### config.mk
export PLATFORM = sky130hd
export DESIGN_NAME = reorder_buffer
export DESIGN_NICKNAME = d
export VERILOG_FILES = /design/src/rtl/reorder_buffer_pkg.sv /design/src/rtl/reorder_buffer_rob_entry.sv /design/src/rtl/reorder_buffer.sv
export SDC_FILE = /design/constraint.sdc
export NUM_CORES = 2
export LEC_CHECK = 0
export BUFFER_PORTS_ARGS = -buffer_cell sky130_fd_sc_hd__buf_2
export CAP_MARGIN = 20
export CORE_ASPECT_RATIO = 1.75
export CORE_UTILIZATION = 63
export CTS_CLUSTER_SIZE = 24
export DETAILED_ROUTE_END_ITERATION = 7
export GPL_TIMING_DRIVEN = 0
export HOLD_SLACK_MARGIN = 0.06
export PLACE_DENSITY = 0.84
export SLEW_MARGIN = 20
export SYNTH_ARGS = -nofsm -noshare
export SYNTH_HDL_FRONTEND = slang
export SYNTH_SLANG_ARGS = --single-unit
### constraint.sdc
create_clock -name clock -period 4.85 [get_ports clock]
set_clock_uncertainty 0.05 [all_clocks]
set_input_delay 0.2425 -clock clock [delete_from_list [all_inputs] [get_ports clock]]
set_output_delay 0.2425 -clock clock [all_outputs]
set_load 0.02 [all_outputs]
### src/rtl/reorder_buffer_pkg.sv
// Reorder buffer shared definitions.
// Tag layout, sizing and the per-slot entry record.
package reorder_buffer_pkg;

  localparam int ROB_ENTRIES = 32;
  localparam int TAG_WIDTH   = 8;
  localparam int IDX_W       = $clog2(ROB_ENTRIES);

  localparam logic [2:0]           TAG_PREFIX = 3'b001;
  localparam logic [TAG_WIDTH-1:0] NO_TAG     = '0;

  typedef struct packed {
    logic        valid;
    logic        done;
    logic [4:0]  dest_reg;
    logic [63:0] value;
  } rob_entry_t;

endpackage

### src/rtl/reorder_buffer_rob_entry.sv
// One reorder buffer slot.
// Clear wins over allocate, which wins over completion.
module rob_entry
  import reorder_buffer_pkg::*;
(
  input  logic        clock,
  input  logic        reset,
  input  logic        alloc,
  input  logic [4:0]  alloc_reg,
  input  logic        complete,
  input  logic [63:0] complete_value,
  input  logic        clear,
  output rob_entry_t  entry
);

  always_ff @(posedge clock or negedge reset) begin
    if (!reset) begin
      entry <= '0;
    end else if (clear) begin
      entry.valid <= 1'b0;
      entry.done  <= 1'b0;
    end else if (alloc) begin
      entry.valid    <= 1'b1;
      entry.done     <= 1'b0;
      entry.dest_reg <= alloc_reg;
    end else if (complete && entry.valid) begin
      entry.done  <= 1'b1;
      entry.value <= complete_value;
    end
  end

endmodule

### src/rtl/reorder_buffer.sv
// Dual-dispatch, single-retire reorder buffer.
// Tags are {prefix, slot index}; pointers carry a wrap bit.
module reorder_buffer #(
  parameter int ROB_ENTRIES = 32,
  parameter int TAG_WIDTH   = 8
) (
  input  logic                          clock,
  input  logic                          reset,
  input  logic                          dispatch1_valid,
  input  logic [4:0]                    dispatch1_dest_reg,
  input  logic                          dispatch2_valid,
  input  logic [4:0]                    dispatch2_dest_reg,
  output logic [TAG_WIDTH-1:0]          tag1_out,
  output logic [TAG_WIDTH-1:0]          tag2_out,
  output logic                          stall_out,
  input  logic                          cdb_valid,
  input  logic [TAG_WIDTH-1:0]          cdb_tag,
  input  logic [63:0]                   cdb_value,
  output logic                          retire_valid,
  output logic [4:0]                    retire_reg,
  output logic [TAG_WIDTH-1:0]          retire_tag,
  output logic [63:0]                   retire_value,
  output logic                          full,
  output logic                          empty,
  output logic [$clog2(ROB_ENTRIES):0]  count
);

  import reorder_buffer_pkg::*;

  localparam int IW = $clog2(ROB_ENTRIES);
  localparam int CW = IW + 1;

  logic [IW:0]   head_q;
  logic [IW:0]   tail_q;
  logic [CW-1:0] count_q;

  logic [IW-1:0] head_idx;
  logic [IW-1:0] tail_idx;
  logic [IW-1:0] tail2_idx;
  logic [IW-1:0] cdb_idx;
  logic          cdb_hit;
  logic          do1;
  logic          do2;
  logic [1:0]    alloc_n;

  rob_entry_t ents [ROB_ENTRIES];

  assign head_idx  = head_q[IW-1:0];
  assign tail_idx  = tail_q[IW-1:0];
  assign tail2_idx = tail_idx + 1'b1;
  assign cdb_idx   = cdb_tag[IW-1:0];
  assign cdb_hit   = cdb_valid
                  && (cdb_tag[TAG_WIDTH-1 -: 3] == TAG_PREFIX);

  // Stall looks at pre-retire occupancy only.
  assign stall_out = count_q > CW'(ROB_ENTRIES - 2);
  assign do1       = dispatch1_valid && !stall_out;
  assign do2       = do1 && dispatch2_valid;
  assign alloc_n   = {1'b0, do1} + {1'b0, do2};

  assign tag1_out = TAG_WIDTH'({TAG_PREFIX, tail_idx});
  assign tag2_out = TAG_WIDTH'({TAG_PREFIX, tail2_idx});

  assign empty = count_q == '0;
  assign full  = count_q == CW'(ROB_ENTRIES);
  assign count = count_q;

  assign retire_valid = !empty && ents[head_idx].done;
  assign retire_reg   = ents[head_idx].dest_reg;
  assign retire_tag   = TAG_WIDTH'({TAG_PREFIX, head_idx});
  assign retire_value = ents[head_idx].value;

  for (genvar i = 0; i < ROB_ENTRIES; i++) begin : g_ent
    logic hit1;
    logic hit2;
    assign hit1 = do1 && (tail_idx == IW'(i));
    assign hit2 = do2 && (tail2_idx == IW'(i));

    rob_entry u_ent (
      .clock          (clock),
      .reset          (reset),
      .alloc          (hit1 || hit2),
      .alloc_reg      (hit1 ? dispatch1_dest_reg : dispatch2_dest_reg),
      .complete       (cdb_hit && (cdb_idx == IW'(i))),
      .complete_value (cdb_value),
      .clear          (retire_valid && (head_idx == IW'(i))),
      .entry          (ents[i])
    );
  end

  always_ff @(posedge clock or negedge reset) begin
    if (!reset) begin
      head_q  <= '0;
      tail_q  <= '0;
      count_q <= '0;
    end else begin
      head_q  <= head_q + (IW+1)'(retire_valid);
      tail_q  <= tail_q + (IW+1)'(alloc_n);
      count_q <= count_q + CW'(alloc_n) - CW'(retire_valid);
    end
  end

endmodule

==> metrics.md <==
| Metric | Value |
|---|---|
| Distinct cells, synth | 84 |
| Hold Violations, Final | 0 |
| Worst setup path class | reg -> out |
| Fin nets | 7327 |
| TritonCTS clock tree | done |
| DR pass1 iterations | 5 |
| Clk buf depth | 4 |
| Int Pwr | 29440 uW |
| Die Area | 0.1726 mm2 |
| Die Ht | 548.9 um |
| Pre-CTS WS | -207.1 ps |
| Placer Congestion | 0.9605 |
| Sequential area share after synthesis | 0.5318 |
| First-pass GRT wire length | 460.8 mm |
| Failing checks | setup timing |
| Grt ovf | 0 |
| Reg area | 0.05725 mm2 |
| CTS buffer count | 207 |
| Ys async rst share | 1.000 |
| Gate power share | 0.037 |
| Worst Setup End Kind | output port |
| Final setup viols | 8 |
| Via density per instance | 6.732 |
| Placed Cells | 9143 |
| Post-CTS setup buffer count | 0 |
| FF-to-FF setup slack | 110 ps |
| Launch point of the worst reg-to-reg path | tail_q[0] |
| Worst reg2reg path depth | 13 |
| Multi-input gate area | 0.04680 mm2 |
| Htree depth | 4 |
| Max Slew Vio Count | 0 |
| Mapped Area | 0.1077 mm2 |
| Post-DP HPWL | 219.5 mm |
| WP data arrival | 4600 ps |
| Post-Syn Instances | 6698 |
| Initial antenna violation count | 29 |
| GRT Resource Usage Total | 0.3666 |
| Startpoint types | flip-flop |
| Iteration-0 DRC Markers | 5263 |
| Final WL | 309.4 mm |
| Latest clock arrival within the worst-skew pair | 840 ps |
| FMAX | 204.4 MHz |
| Part of the cycle the worst path needs | 1.009 |
| Switching portion of total power | 0.2222 |
| Share of cells above drive strength 1 | 0.5238 |
| Part of the power in the clock network | 0.450 |
| Seq pwr share | 0.512 |
| I/O Buffers | 177 |
| Critical R2R Capture | g_ent[3].u_ent.entry[5] |
| Total core area | 0.1697 mm2 |
| WP data required | 4560 ps |
| FF+latch count, synth | 2288 |
| Max Cap Viol | 0 |
| Fill cell count | 10.69k |
| Minimum clock period | 4892 ps |
| DRC Markers | 0 |
| Vias | 64.67k |
| CP Max Fanout | 10 |
| Worst hold path type | in -> async |
| CTS Sinks | 2288 |
| Post-route ant nets | 0 |
| PwrDens | 314.6 mW/mm2 |
| Power Total | 37850 uW |
| Yosys warning count | 0 |
| Largest net degree at the start of global routing | 151 |
| Row Count | 200 |
| Status | finished with violations |
| Syn Area/Cell | 16.07 um2 |
| Net switching power | 8410 uW |
| CTS root buffer | clkbuf_16 |
| Starting Density | 0.6346 |
| P_leak | 0.05780 uW |
| Vias in the first global route | 70.78k |
| Wire per inst | 32.21 um |
| Clock-pin slew on the worst setup and hold paths | 70 ps |
| Slew margin rel. | 0.2010 |
| Final WS setup | -41.90 ps |
| Fin cells | 9606 |
| Die span in x | 314.5 um |
| Worst Max-Slew Pin Slew | 1186 ps |
| IO Pins | 190 |
| Number of synthesized flops with an enable pin | 0 |
| Primary FF master, synth | dfrtp_1 |
| Max VDD drop | 312.3 uV |
| Synthesis-to-layout area growth | 11.75% |
## cells in the mapped netlist, types with 6 or more instances
cell type / count / area share
nand2b_1: 15 / 0.00087
o21a_1: 16 / 0.0011
dfrtp_1: 2288 / 0.53
xnor2_1: 8 / 0.00065
a211oi_1: 14 / 0.00098
inv_1: 46 / 0.0016
a21oi_1: 62 / 0.0029
nor2b_1: 22 / 0.0013
o22ai_1: 25 / 0.0015
nor3_4: 10 / 0.0015
nor3_2: 10 / 0.00093
nand2_1: 29 / 0.0010
nand4_1: 11 / 0.00064
a31oi_1: 42 / 0.0024
mux4_2: 693 / 0.14
o211ai_1: 12 / 0.00084
buf_6: 62 / 0.0065
nor2_1: 74 / 0.0026
nand3b_1: 12 / 0.00084
ha_1: 23 / 0.0027
mux2_2: 2210 / 0.23
mux2_1: 147 / 0.015
nand3_1: 38 / 0.0018
or3_1: 6 / 0.00035
o21ai_0: 19 / 0.00088
mux2i_1: 40 / 0.0037
buf_2: 146 / 0.0068
nor3b_1: 10 / 0.00070
buf_1: 40 / 0.0014
nor4_1: 11 / 0.00064
and3_1: 21 / 0.0012
buf_4: 97 / 0.0068
nor3_1: 10 / 0.00046
a2bb2oi_1: 14 / 0.0011
clkbuf_1: 314 / 0.011
## registers in the layout (all words and copies together), names as in the netlist
register,cells
tail_q,5
g_ent.u_ent.entry,2272
count,6
head_q,5
## metrics by stage
step,hold slack [ps],TNS (ps),util,instance area (um2)
floorplan,-103.1,0,-,107700
global placement,412.1,-,0.6564,111400
detailed placement,80.91,-389.7,0.6616,112300
CTS,69.21,0,0.7086,120200
global route,151.0,-6.028,0.7090,120300
finish,56.48,-190.9,0.7091,120300
## cells by family after synthesis
| group | after synthesis | synth area share |
|---|---|---|
| AO/OA/AOI/OAI | 252 | 0.01615 |
| XOR/XNOR | 12 | 0.0009762 |
| adder cells (fa/ha/maj) | 25 | 0.003045 |
| buffers and inverters | 706 | 0.03403 |
| flip-flops | 2288 | 0.5318 |
| multiplexers | 3091 | 0.3953 |
| other | 2 | 0.00006975 |
| AND/OR/NAND/NOR | 322 | 0.01862 |
## worst max path at each step
stage,slack [ps],cells past startpoint,endpoint,startpoint
after global placement,-44830,1,g_ent[18].u_ent.entry[54],reset
final,-40,7,retire_value[18],head_q[3]
after CTS,6,9,retire_value[29],head_q[1]
after detailed placement,-210,20,count[4],head_q[2]
after floorplan,1180,20,count[4],head_q[2]
after global routing,-6,7,retire_value[21],head_q[3]
## timing repair
item                                    in CTS  in global routing
endpoints found under the hold margin     1212                  0
endpoints found under the setup margin      72                233
gates cloned                                 0                  1
resized for setup                           53                 26
hold buffers                                87                  0
## routing by layer
| layer | up-vias | global-route usage | share of wire |
|---|---|---|---|
| met3 | 1068 | 0.06933 | 0.066 |
| li1 | 26120 | - | - |
| met1 | 34700 | 0.4255 | 0.34 |
| met4 | 34 | 0.2593 | 0.081 |
| met5 | - | 0 | 0.00070 |
| met2 | 2743 | 0.6128 | 0.51 |
## power by group through the flow
stage | Sequential [uW] | Clock, uW | Combinational, uW
floorplan | 19700 | 0 | 570
global placement | 19800 | 0 | 1230
detailed placement | 19700 | 0 | 1340
CTS | 19400 | 17100 | 1420
global route | 19400 | 17800 | 1530
finish | 19400 | 17000 | 1410
## critical path, cell delays in order, from the launching register on
cell and delay, ps:
dfrtp_1 510, clkbuf_1 320, clkbuf_2 550, buf_2 660
clkbuf_1 650, mux4_2 470, mux2_2 370, buf_2 180
## cell type report
cell class | instances | share of cell area
clock inverter | 61 | 0.007176
sequential | 2288 | 0.4759
antenna | 17 | 0.0003536
timing repair buffer | 304 | 0.02229
inverter | 46 | 0.001435
multi-input combinational | 3711 | 0.3890
tap | 2222 | 0.02311
buffer | 657 | 0.03035
clock buffer | 300 | 0.05047
## cells in the final DEF (no fill, tap or decap), drive strengths merged, types with 6 or more instances in the layout
cell type      synthesis  final
a21boi                 7      7
or3                    6      6
diode                  0     17
conb                   2      9
a2bb2oi               14     14
dfrtp               2288   2288
clkinvlp               0      7
nor3b                 11     11
dlygate4sd3            0     85
a211oi                15     15
nand3                 42     42
nand4                 14     14
mux2                2357   2357
buf                  345    542
nand3b                12     12
o21a                  16     16
o22ai                 25     25
mux2i                 41     41
and3                  21     21
a31oi                 42     42
a21oi                 64     64
inv                   46     49
o21ai                 23     23
nor4                  12     12
nor2                  74     74
ha                    23     23
o211ai                15     15
mux4                 693    693
nor2b                 22     22
bufinv                 0     19
clkdlybuf4s15          0     11
nand2                 30     30
nor3                  30     30
nand2b                15     15
xnor2                  8      8
clkinv                 0     32
clkbuf               315    623
Note: power is estimated with default switching activity, not from simulation.
